File: src/rtl/alu_issue_ctrl.sv
// alu_issue_ctrl: one-command-in-flight issue stage around an 8-bit,
// 16-mode combinational ALU with a small register file.
// Ports: clk, reset (async, active-high);
//   cmd_* valid/ready command in (op, dst, srca, srcb, imm_en, imm);
//   alu_a/alu_b/alu_mode to the ALU, alu_result/alu_cout from it;
//   res_* valid/ready response out (data, carry, zero, err);
//   rd_addr/rd_data combinational debug read of the register file.
module alu_issue_ctrl #(
    parameter int         NREG    = 4,
    parameter logic [7:0] RST_VAL = 8'h00,
    localparam int        AW      = $clog2(NREG)
) (
    input  logic          clk,
    input  logic          reset,
    input  logic          cmd_valid,
    output logic          cmd_ready,
    input  logic [3:0]    cmd_op,
    input  logic [AW-1:0] cmd_dst,
    input  logic [AW-1:0] cmd_srca,
    input  logic [AW-1:0] cmd_srcb,
    input  logic          cmd_imm_en,
    input  logic [7:0]    cmd_imm,
    output logic [7:0]    alu_a,
    output logic [7:0]    alu_b,
    output logic [3:0]    alu_mode,
    input  logic [7:0]    alu_result,
    input  logic          alu_cout,
    output logic          res_valid,
    input  logic          res_ready,
    output logic [7:0]    res_data,
    output logic          res_carry,
    output logic          res_zero,
    output logic          res_err,
    input  logic [AW-1:0] rd_addr,
    output logic [7:0]    rd_data
);

    localparam logic [1:0] S_IDLE = 2'd0;
    localparam logic [1:0] S_EXEC = 2'd1;
    localparam logic [1:0] S_RESP = 2'd2;

    logic [1:0]    state;
    logic [AW-1:0] dst_q;
    logic [7:0]    rf [NREG];

    logic          div0;
    logic [7:0]    r_val;

    // alu_mode doubles as the latched opcode for the in-flight command.
    assign div0  = (alu_mode == 4'd3) && (alu_b == 8'h00);
    assign r_val = div0 ? 8'hFF : alu_result;

    assign cmd_ready = (state == S_IDLE) && !reset;
    assign rd_data   = rf[rd_addr];

    always_ff @(posedge clk or posedge reset) begin
        if (reset) begin
            state     <= S_IDLE;
            dst_q     <= '0;
            alu_a     <= 8'h00;
            alu_b     <= 8'h00;
            alu_mode  <= 4'h0;
            res_valid <= 1'b0;
            res_data  <= 8'h00;
            res_carry <= 1'b0;
            res_zero  <= 1'b0;
            res_err   <= 1'b0;
            for (int i = 0; i < NREG; i++) begin
                rf[i] <= RST_VAL;
            end
        end else begin
            unique case (state)
                S_IDLE: begin
                    if (cmd_valid) begin
                        dst_q    <= cmd_dst;
                        alu_a    <= rf[cmd_srca];
                        alu_b    <= cmd_imm_en ? cmd_imm
                                               : rf[cmd_srcb];
                        alu_mode <= cmd_op;
                        state    <= S_EXEC;
                    end
                end
                S_EXEC: begin
                    rf[dst_q] <= r_val;
                    res_data  <= r_val;
                    res_carry <= (alu_mode == 4'd0) && alu_cout;
                    res_zero  <= (r_val == 8'h00);
                    res_err   <= div0;
                    res_valid <= 1'b1;
                    state     <= S_RESP;
                end
                S_RESP: begin
                    if (res_ready) begin
                        res_valid <= 1'b0;
                        state     <= S_IDLE;
                    end
                end
                default: begin
                    res_valid <= 1'b0;
                    state     <= S_IDLE;
                end
            endcase
        end
    end

endmodule
File: config.mk
export PLATFORM = sky130hd
export DESIGN_NAME = alu_issue_ctrl
export DESIGN_NICKNAME = d
export VERILOG_FILES = /design/src/rtl/alu_issue_ctrl.sv
export SDC_FILE = /design/constraint.sdc
export NUM_CORES = 1
export LEC_CHECK = 0
export CAP_MARGIN = 5
export CELL_PAD_IN_SITES_DETAIL_PLACEMENT = 1
export CELL_PAD_IN_SITES_GLOBAL_PLACEMENT = 2
export CORE_UTILIZATION = 29
export DETAILED_ROUTE_END_ITERATION = 10
export DONT_BUFFER_PORTS = 1
export HOLD_SLACK_MARGIN = 0.03
export PLACE_DENSITY = 0.55
export SLEW_MARGIN = 30
export SYNTH_ARGS = -nofsm -noshare
export SYNTH_HDL_FRONTEND = slang
export SYNTH_SLANG_ARGS = --single-unit
File: constraint.sdc
create_clock -name clk -period 4 [get_ports clk]
set_input_delay 0.4 -clock clk [delete_from_list [all_inputs] [get_ports clk]]
set_output_delay 0.4 -clock clk [all_outputs]
set_load 0.02 [all_outputs]
* Yosys cells after proc, flatten, opt, wreduce, memory -nomap -nowiden
Cells that the tools add are included.
Widths: inputs -> output; s select.
** Operators by class
- $lt $le $gt $ge :: 5
- Eq/ne operators :: 5
- Multiplexer cells :: 19
- Bitwise gates (word level) :: 5
- Reduce and logical (&&, ||, !) cells :: 12
** Operator list (number)
- $mux 8 :: 9
- $bmux 8 s2 :: 3
- $bwmux 32 :: 1
- $demux 8 s2 :: 1
- $logic_not 8->1 :: 2
- $ge 3x3->1 const B :: 4
- $not 2->3 :: 4
- $pmux 2 s3 :: 1
- $reduce_and 2->1 :: 3
- $eq 4x2->1 const B :: 1
- $logic_and 1x1->1 :: 4
- $logic_not 4->1 :: 1
- $mux 2 :: 2
- $ne 2x2->1 const B :: 2
- $lt 3x1->1 const B :: 1
- $pmux 1 s3 :: 1
- $eq 2x1->1 const B :: 1
- $eq 2x2->1 const B :: 1
- $logic_not 2->1 :: 1
- $logic_not 1->1 :: 1
- $mux 1 :: 1
- $not 1->1 :: 1
** Word-level totals
- Register bits after elaboration :: 68
- Output and inout bits :: 41
- Logic and storage cells :: 60

* Depth between registers and ports, before layout
Gate-level depths: netlist of run 1.
- Depth after elaboration :: 6
- Mapped depth :: 5
- Gate-level depth less buffers :: 3

* Worst setup path after synthesis of run 1
Ideal clock, no wire load.
- Path type :: input to output
- Start :: input rd_addr[0]
- End :: output rd_data[0]
- Arrival time :: 1455 ps
- Slack :: 2145 ps
- Cell stages on the path :: 2
- Path buffers :: 1
- Cell sequence :: clkbuf_1 > mux4_2
** On the way
- Word-level cells in the longest chain between the ends :: 4
** RTL lines
- from (decl) :: line 34 : input logic [AW-1:0] rd_addr,
- $not 2->3 (implied by the code) :: line 54 : assign rd_data = rf[rd_addr];
- $bmux 8 s2 :: line 54
- $mux 8 (implied by the code) (2 in a row) :: line 54
- to (decl) :: line 35 : output logic [7:0] rd_data
Every way passes these cells. The select of a mux whose other input is x is not followed.

* Worst setup path in the final report of run 1
- Start :: register alu_mode[2]
- End :: register rf[15] (netlist bit)
** On the way
- Word-level cells in the longest chain between the ends :: 4
** RTL lines
- from (decl) :: line 25 : output logic [3:0] alu_mode,
- from (signal assigned) :: line 79 : alu_mode <= cmd_op;
- $eq 4x2->1 :: line 50 : assign div0 = (alu_mode == 4'd3) && (alu_b == 8'h00);
- $logic_and 1x1->1 :: line 50
- $mux 8 :: line 51 : assign r_val = div0 ? 8'hFF : alu_result;
- $bwmux 32 :: line 84 : rf[dst_q] <= r_val;
- to (signal, indexed assignment) :: line 84
- to (decl) :: line 44 : logic [7:0] rf [NREG];
Every way passes these cells.
A chain may end at the register's enable or synchronous reset.

==> results of run 1 <==
-- cell families (layout without fill, tap and decap cells) --
| logic type | Yosys count | in the layout |
|---|---|---|
| DFF | 68 | 68 |
| buffers and inverters | 21 | 21 |
| and+or+nand+nor | 31 | 31 |
| muxes | 46 | 46 |
| AOI/OAI and AO/OA | 66 | 66 |
-- routing by layer --
layer,vias to the layer above,track usage
met5,-,0
met4,0,0.0782
met3,18,0.0514
met2,59,0.283
met1,1110,0.223
li1,917,-
-- critical path, stage by stage, from the launching register on --
cell,delay [ps]
dfrtp_1,470
or4b_1,800
o31ai_4,630
o22a_1,240
-- through the flow --
stage	utilization	setup WS [ps]	total power [mW]
after global placement	0.312	1750	2.51
after global routing	0.336	1700	3.43
after floorplan	-	1890	2.30
after CTS	0.336	1740	3.29
final	0.336	1800	3.24
after detailed placement	0.312	1750	2.55
-- power by group through the flow --
stage	clock [mW]	sequential (mW)	combinational, mW
5_1_grt	0.771	1.61	1.05
2_1_floorplan	0	1.42	0.871
4_1_cts	0.750	1.55	0.988
3_3_place_gp	0	1.55	0.960
6_report	0.724	1.55	0.966
3_5_place_dp	0	1.57	0.983
-- sequential cells by signal, indices dropped and copies added (netlist names) --
| register | cells |
|---|---|
| state | 2 |
| res_valid | 1 |
| alu_mode | 4 |
| res_zero | 1 |
| rf | 32 |
| alu_a | 8 |
| res_carry | 1 |
| res_data | 8 |
| alu_b | 8 |
| res_err | 1 |
| dst_q | 2 |
-- cell type report --
type	instances	area, µm²	share of cell area
Clock buffer	14	254	0.0688
Inverter	1	6.26	0.00169
Clock inverter	2	10.0	0.00271
Multi-Input combinational cell	143	1510	0.410
Sequential cell	68	1700	0.461
Timing Repair Buffer	4	30.0	0.00814
Tap cell	140	175	0.0475
-- layout by cell type (no fill, tap or decap) --
| cell | n |
|---|---|
| clkbuf_16 | 9 |
| inv_4 | 1 |
| o41ai_1 | 1 |
| nor2b_2 | 1 |
| o21a_1 | 1 |
| o21ai_0 | 1 |
| nor4_1 | 1 |
| clkbuf_8 | 1 |
| nor2b_1 | 1 |
| nor2_1 | 11 |
| and4b_1 | 1 |
| mux4_2 | 16 |
| o31ai_1 | 1 |
| buf_4 | 4 |
| clkinv_2 | 2 |
| a222oi_1 | 8 |
| a21oi_1 | 8 |
| nand2b_1 | 1 |
| nor3_1 | 3 |
| or4b_1 | 2 |
| nor4b_4 | 1 |
| nand2_1 | 5 |
| o22a_1 | 40 |
| clkbuf_1 | 4 |
| a32o_1 | 1 |
| mux2_2 | 30 |
| o31ai_4 | 5 |
| nor3b_2 | 1 |
| dfrtp_1 | 68 |
| or4_4 | 1 |
| nor4bb_1 | 2 |
-- worst paths after layout --
kind / startpoint / end / depth (start not counted)
setup / recovery: alu_mode[2] / rf[15] / 3
hold / removal: reset / res_valid / 1
setup reg to reg: alu_mode[2] / rf[15] / 3
hold reg to reg: rf[2] / rf[2] / 1
max in group asynchronous: reset / rf[8] / 2
min in group clk: alu_result[4] / res_zero / 1
==> impl_metrics.py, run 1 <==
metrics = {
    "cts": {
        "cts-root-buf": "clkbuf_16",
        "cts_tree": "done",
        "clk_path_buf_depth": 2,
        "cts_hold_buf": 0,
        "post_cts_buffers": 0,
        "cts_resized": 0,
        "cts_buffers": 9,
        "htree_levels": 3,
        "clock-sinks": 68,
        "clk_latency_ps": 330,
        "path_clk_slew_ps": 60,
    },
    "sta": {
        "tightest_slew_ps": 803,
        "fmax_mhz": 454,
        "whs_ps": 4.08,
        "clock_skew_ps": 6.76,
        "slew_violations": 0,
        "finalCritPeriodShare": 0.551,
        "fin_crit_ps": 2200,
        "finalHoldViolCount": 0,
        "finalSetupViolations": 0,
        "slew_headroom": 0.464,
        "rsz0062_at_grt": "false",
        "fin_setup_tns_ps": 0,
    },
    "yosys": {
        "synth_area_um2": 3310,
        "synth_simple_gate_area_frac": 0.0582,
        "synth_seq_area_share": 0.514,
        "synth-compound-area-share": 0.186,
        "synth_top_family_by_area": "multiplexers",
        "synth_cell_types": 29,
        "synthTopCellsByArea": "dfrtp_1 (51%), mux4_2 (11%), o22a_1 (11%)",
        "synth_edf_count": 0,
        "synthMuxAreaShare": 0.211,
        "synth_top_area_share": 0.514,
        "synth_flop_cell": "dfrtp_1",
        "synth_xor_area_frac": 0,
        "synth_nets": 266,
        "yosys_register_bits": 68,
        "syn-mean-instance-area_um2": 14.3,
        "syn_inst": 232,
        "synthArstFlopShare": 1.00,
        "ys_top_cells_by_count": "dfrtp_1 (68), o22a_1 (40), mux2_2 (30), mux4_2 (16), nor2_1 (11)",
        "synth_adder_area_share": 0,
        "netlist.top_cell.by_area": "dfrtp_1",
        "yosysWarnings": 0,
        "synth.most_common_cell": "dfrtp_1",
    },
    "critical_path": {
        "r2r_slack_ps": 1800,
        "critPathArrivalTime_ps": 2470,
        "critPathRequiredTime_ps": 4270,
        "crit_path_end_kind": "register",
        "path_class": "reg -> reg",
        "cp_max_fo": 8,
        "worstSetupStartpointType": "register",
    },
    "detailed_routing": {
        "route.met2.wl_um": 4710,
        "drt_iter0_markers": 86,
        "drt.antenna.violating_nets": 0,
        "viasPerCell": 5.66,
        "totalWireLength_um": 9600,
        "wl_per_cell_um": 25.8,
        "vias": 2104,
        "remaining_drc_errors": 0,
        "firstDrtPassIters": 5,
        "met3WireLength_um": 521,
        "drt-met1-wl_um": 4170,
        "highest_layer": "met4",
    },
    "power_and_ir_drop": {
        "p_comb_frac": 0.298,
        "irDropWorstVdd_uv": 316,
        "pwr_density_cell_nw_per_um2": 877,
        "switching_share": 0.379,
        "p_switching_mw": 1.23,
        "p_seq_frac": 0.478,
        "cellLeakagePower_nw": 1.35,
        "internal-power_mw": 2.01,
        "p_clk_frac": 0.223,
    },
    "grt": {
        "grt-ovfl-total": 0,
        "track_usage": 0.178,
        "grt_pass1_wl_um": 14600,
        "antenna_found_initial": 0,
        "grt_pass1_vias": 2259,
        "grt_max_degree": 47,
    },
    "final_layout": {
        "nFillCells": 1129,
        "drive_above_1_share": 0.310,
        "final_nets": 261,
        "syn_to_final_growth_pct": 11.4,
        "stdcell_area_um2": 3690,
        "instances_no_fill": 372,
        "antenna_cells": 0,
    },
    "die": {
        "core_um2": 11000,
        "placementRows": 38,
        "die_area_um2": 11900,
        "chipHeight_um": 109,
        "die_w_um": 109,
        "start_util": 0.302,
        "io_pins": 75,
    },
    "placed_design": {
        "portBuffers": 0,
        "place.gp.congestion": 0.737,
        "place_inst": 356,
        "placed_cell_area_um2": 3420,
        "hpwl_um": 6620,
    },
    "run": {
        "drv_cap": 0,
    },
    "run_status": {
        "outcome": "completed",
    },
    "worst_hold_path": {
        "hp-class": "in -> async",
    },
}
(Power assumes the default switching activity.)
==> inputs of run 2 (changes only) <==
==> constraint.sdc (replaced) <==
create_clock -name clk -period 2.2 [get_ports clk]
set_input_delay 0.22 -clock clk [delete_from_list [all_inputs] [get_ports clk]]
set_output_delay 0.22 -clock clk [all_outputs]
set_load 0.02 [all_outputs]
==> run 2 against run 1 <==
Compared with the run above: sequential share of layout area shrank 3.3 points; highest routed layer unchanged; fmax grew 11%; routed wire length grew 5.5%; register-to-register slack lost 1600 ps; non-clock buffer count grew 30; largest power group unchanged; setup slack lost 1600 ps; critical path depth is the same; sequential cell count is the same; design area grew 7.8%; largest cell class unchanged; clock skew grew 1.1 ps; first-iteration DRC count grew 2.3%.
==> impl_metrics.py, run 2 (same netlist as run 1, synthesis figures left out) <==
metrics = {
    "cts": {
        "path_clk_slew_ps": 60,
        "cts_resized": 0,
        "cts_tree": "done",
        "cts-root-buf": "clkbuf_16",
        "post_cts_buffers": 0,
        "htree_levels": 3,
        "clk_latency_ps": 330,
        "cts_buffers": 9,
        "clk_path_buf_depth": 2,
        "clock-sinks": 68,
    },
    "power_and_ir_drop": {
        "irDropWorstVdd_uv": 469,
        "pwr_density_cell_nw_per_um2": 1560,
        "cellLeakagePower_nw": 1.49,
        "totalPowerFinal_mw": 6.20,
    },
    "final_layout": {
        "final_nets": 291,
        "regMostFlops": "rf",
        "syn_to_final_growth_pct": 20.1,
        "largest_register_ffs": 32,
        "mostFrequentLayoutCell": "dfrtp_1",
        "drive_above_1_share": 0.337,
        "antenna_cells": 0,
        "layout_common_cells": "dfrtp_1 (68), o22a_1 (40), mux2_2 (30)",
    },
    "die": {
        "start_util": 0.302,
        "core_um2": 11000,
        "placementRows": 38,
        "die_w_um": 109,
        "chipHeight_um": 109,
        "io_pins": 75,
        "die_area_um2": 11900,
    },
    "run": {
        "drv_cap": 0,
    },
    "sta": {
        "slew_headroom": 0.504,
        "fin_ws_ps": 209,
        "whs_ps": 39.3,
        "finalHoldViolCount": 0,
        "fin_setup_tns_ps": 0,
        "fmax_mhz": 502,
        "slew_violations": 0,
        "fin_crit_ps": 1990,
        "tightest_slew_ps": 741,
        "finalSetupViolations": 0,
        "rsz0062_at_grt": "false",
        "finalCritPeriodShare": 0.905,
        "clock_skew_ps": 7.86,
    },
    "critical_path": {
        "worstSetupStartpointType": "register",
        "path_class": "reg -> reg",
        "r2r_slack_ps": 210,
        "r2r_start": "alu_b[2]",
        "rr_worst_depth": 3,
        "crit_path_end_kind": "register",
        "critPathArrivalTime_ps": 2260,
        "critPathRequiredTime_ps": 2470,
        "reg2reg_to": "res_data[2]",
        "cp_max_fo": 9,
    },
    "grt": {
        "grt_max_degree": 69,
        "grt_pass1_vias": 2367,
        "antenna_found_initial": 0,
        "grt_pass1_wl_um": 15300,
        "grt-ovfl-total": 0,
        "track_usage": 0.188,
    },
    "detailed_routing": {
        "highest_layer": "met4",
        "wl_per_cell_um": 25.3,
        "remaining_drc_errors": 0,
        "totalWireLength_um": 10100,
        "route.met2.wl_um": 4900,
        "drt_iter0_markers": 88,
        "firstDrtPassIters": 4,
        "vias": 2234,
        "drt.antenna.violating_nets": 0,
        "met3WireLength_um": 543,
        "drt-met1-wl_um": 4520,
        "viasPerCell": 5.57,
    },
    "placed_design": {
        "hpwl_um": 6710,
        "place.gp.congestion": 0.781,
        "portBuffers": 0,
        "pre_cts_slack_ps": 180,
    },
    "worst_hold_path": {
        "hp-class": "in -> reg",
        "worstHoldEndpoint": "dst_q[0]",
        "hold_start": "cmd_dst[0]",
        "worstHoldPathCells": 1,
    },
    "run_status": {
        "outcome": "completed",
    },
}
[run 2: worst max-delay path by stage]
stage / from / to / slack, ps / cells after the start
finish: alu_b[2] / res_data[2] / 210 / 3
floorplan: reset / alu_a[0] / 270 / 1
global placement: alu_b[2] / res_data[5] / 240 / 3
CTS: alu_b[2] / res_data[2] / 180 / 3
detailed placement: alu_b[2] / res_zero / 180 / 3
global route: alu_b[2] / res_data[5] / 90 / 3
[run 2: where the power goes]
part	total, mW	leakage (nW)	switching (mW)	internal, mW
Sequential	2.67	0.775	0.806	1.86
Combinational	2.11	0.578	0.949	1.16
Clock	1.43	0.140	0.529	0.901
[run 2: area by class of cell]
class	count	area (µm²)
Clock buffer	13	250
Tap cell	140	175
Clock inverter	2	35.0
Inverter	1	3.75
Fill cell	1159	7010
Timing Repair Buffer	34	300
Multi-Input combinational cell	143	1510
Sequential cell	68	1700
[run 2: per-stage QoR]
step	instances	instance area (µm²)	utilization
after floorplan	232	3310	-
after global placement	373	3560	0.324
after detailed placement	373	3560	0.324
after CTS	401	3980	0.362
after global routing	401	3980	0.362
final	401	3980	0.362
[run 2: metal layers]
layer  global-route usage  vias to the layer above
li1                     -                      983
met1                0.247                     1188
met2                0.289                       53
met3               0.0496                       10
met4               0.0811                        0
met5                    0                        -
[run 2: what timing repair did]
item	in CTS	in global routing
hold buffers	13	0
endpoints found under the hold margin	113	0
endpoints found under the setup margin	0	0
[run 2: critical path, stage by stage, from the launching register on]
cell	delay [ps]
dfrtp_1	470
or4b_1	760
o31ai_4	470
o22a_1	220
==> inputs of run 3 (changes only) <==
--- a/config.mk
+++ b/config.mk
@@ -8,6 +8,7 @@
 export CAP_MARGIN = 5
 export CELL_PAD_IN_SITES_DETAIL_PLACEMENT = 1
 export CELL_PAD_IN_SITES_GLOBAL_PLACEMENT = 2
+export CORE_MARGIN = 2
 export CORE_UTILIZATION = 29
 export DETAILED_ROUTE_END_ITERATION = 10
 export DONT_BUFFER_PORTS = 1
==> run 3 against run 2 <==
Compared with the run above: sequential cell count did not move; count of clock-buffer cells in the layout fell by 3; core utilization fell by 0.61 points; sequential share of layout area fell by 0.39 points; critical path type unchanged; critical endpoint is now res_data[7]; largest power group unchanged; highest routed layer unchanged.
==> impl_metrics.py, run 3 (same netlist as run 1, synthesis figures left out) <==
metrics = {
    "placed_design": {
        "hpwl_um": 7040,
        "place.gp.congestion": 0.741,
        "portBuffers": 0,
    },
    "power_and_ir_drop": {
        "switching_share": 0.369,
        "p_seq_frac": 0.413,
        "p_comb_frac": 0.353,
        "cellLeakagePower_nw": 1.51,
        "internal-power_mw": 3.98,
        "p_clk_frac": 0.233,
        "irDropWorstVdd_uv": 402,
        "pwr_density_cell_nw_per_um2": 1570,
        "totalPowerFinal_mw": 6.30,
        "p_switching_mw": 2.33,
    },
    "sta": {
        "slew_violations": 0,
        "finalSetupViolations": 0,
        "clock_skew_ps": 4.94,
        "slew_headroom": 0.502,
        "finalHoldViolCount": 0,
        "finalCritPeriodShare": 0.899,
        "whs_ps": 40.7,
        "fin_crit_ps": 1980,
        "fmax_mhz": 505,
        "tightest_slew_ps": 744,
        "fin_setup_tns_ps": 0,
        "rsz0062_at_grt": "false",
    },
    "final_layout": {
        "antenna_cells": 0,
        "syn_to_final_growth_pct": 21.1,
        "drive_above_1_share": 0.370,
        "seq_area_um2": 1700,
        "regMostFlops": "rf",
        "final_nets": 294,
        "multiInputGateArea_um2": 1510,
        "layout_common_cells": "dfrtp_1 (68), o22a_1 (40), mux2_2 (30)",
        "largest_register_ffs": 32,
        "nFillCells": 1177,
        "mostFrequentLayoutCell": "dfrtp_1",
    },
    "worst_hold_path": {
        "hold_start": "cmd_dst[0]",
        "hp-class": "in -> reg",
        "worstHoldEndpoint": "dst_q[0]",
        "worstHoldPathCells": 1,
    },
    "cts": {
        "cts_tree": "done",
        "cts_resized": 0,
        "htree_levels": 3,
        "cts-root-buf": "clkbuf_16",
        "post_cts_buffers": 0,
        "path_clk_slew_ps": 60,
        "cts_buffers": 9,
        "clk_path_buf_depth": 2,
        "clk_latency_ps": 330,
        "clock-sinks": 68,
    },
    "detailed_routing": {
        "drt.antenna.violating_nets": 0,
        "firstDrtPassIters": 6,
        "totalWireLength_um": 10300,
        "vias": 2314,
        "remaining_drc_errors": 0,
        "drt_iter0_markers": 73,
        "viasPerCell": 5.67,
        "wl_per_cell_um": 25.2,
    },
    "critical_path": {
        "worstSetupStartpointType": "register",
        "critPathRequiredTime_ps": 2470,
        "r2r_start": "alu_mode[2]",
        "reg2reg_to": "res_data[7]",
        "r2r_slack_ps": 220,
        "cp_max_fo": 9,
        "path_class": "reg -> reg",
        "crit_path_end_kind": "register",
        "rr_worst_depth": 4,
        "critPathArrivalTime_ps": 2250,
    },
    "grt": {
        "met2_usage": 0.276,
        "antenna_found_initial": 0,
        "grt_pass1_wl_um": 15600,
        "grtUsageMet1": 0.215,
        "track_usage": 0.173,
        "grt_pass1_vias": 2466,
        "busiest_layer": "met2",
        "use_met3": 0.0487,
        "grt_max_degree": 42,
        "grt-ovfl-total": 0,
    },
    "run_status": {
        "outcome": "completed",
    },
    "die": {
        "placementRows": 39,
        "die_area_um2": 12300,
        "start_util": 0.294,
        "chipHeight_um": 111,
        "die_w_um": 111,
        "core_um2": 11300,
        "io_pins": 75,
    },
    "run": {
        "drv_cap": 0,
    },
}
==> run 3: layer usage <==
layer  routed length (µm)  vias to the layer above
li1                     -                      984
met1                 4380                     1237
met2                 5030                       73
met3                  574                       20
met4                  285                        0
met5                    0                        -
==> run 3: power groups by stage <==
stage	clock network, mW	logic (mW)	registers, mW
CTS	1.50	2.27	2.62
finish	1.47	2.23	2.61
floorplan	0	1.58	2.59
detailed placement	0	2.24	2.64
global placement	0	2.20	2.61
global route	1.55	2.40	2.70
==> run 3: worst max path at each step <==
stage / slack [ps] / cells after the start / to / startpoint
2_1_floorplan: 270 / 1 / alu_a[0] / reset
4_1_cts: 200 / 4 / res_data[7] / alu_mode[2]
6_report: 220 / 4 / res_data[7] / alu_mode[2]
3_5_place_dp: 220 / 4 / res_data[7] / alu_mode[2]
3_3_place_gp: 230 / 4 / res_data[6] / alu_mode[2]
5_1_grt: 100 / 4 / res_zero / alu_mode[2]
==> run 3: worst max-delay path, stage by stage (launching register included) <==
cell,delay [ps]
dfrtp_1,370
or4b_1,690
buf_4,230
o31ai_4,420
o22a_1,210
==> run 3: what timing repair did <==
action / 4_1_cts / 5_1_grt
endpoints found under the setup margin: 0 / 0
endpoints found under the hold margin: 69 / 0
hold buffers: 10 / 0
==> run 3: area by class of cell <==
type | count | share of cell area
Timing Repair Buffer | 37 | 0.0786
Multi-Input combinational cell | 143 | 0.377
Inverter | 1 | 0.000935
Sequential cell | 68 | 0.424
Clock buffer | 10 | 0.0595
Tap cell | 143 | 0.0446
Clock inverter | 6 | 0.0159
==> run 3: stage by stage <==
stage | setup slack [ps] | utilization | instances | cell area, µm²
CTS | 201 | 0.356 | 408 | 4010
finish | 221 | 0.356 | 408 | 4010
global route | 99.0 | 0.356 | 408 | 4010
floorplan | 268 | - | 232 | 3310
detailed placement | 218 | 0.320 | 382 | 3610
global placement | 229 | 0.320 | 382 | 3610
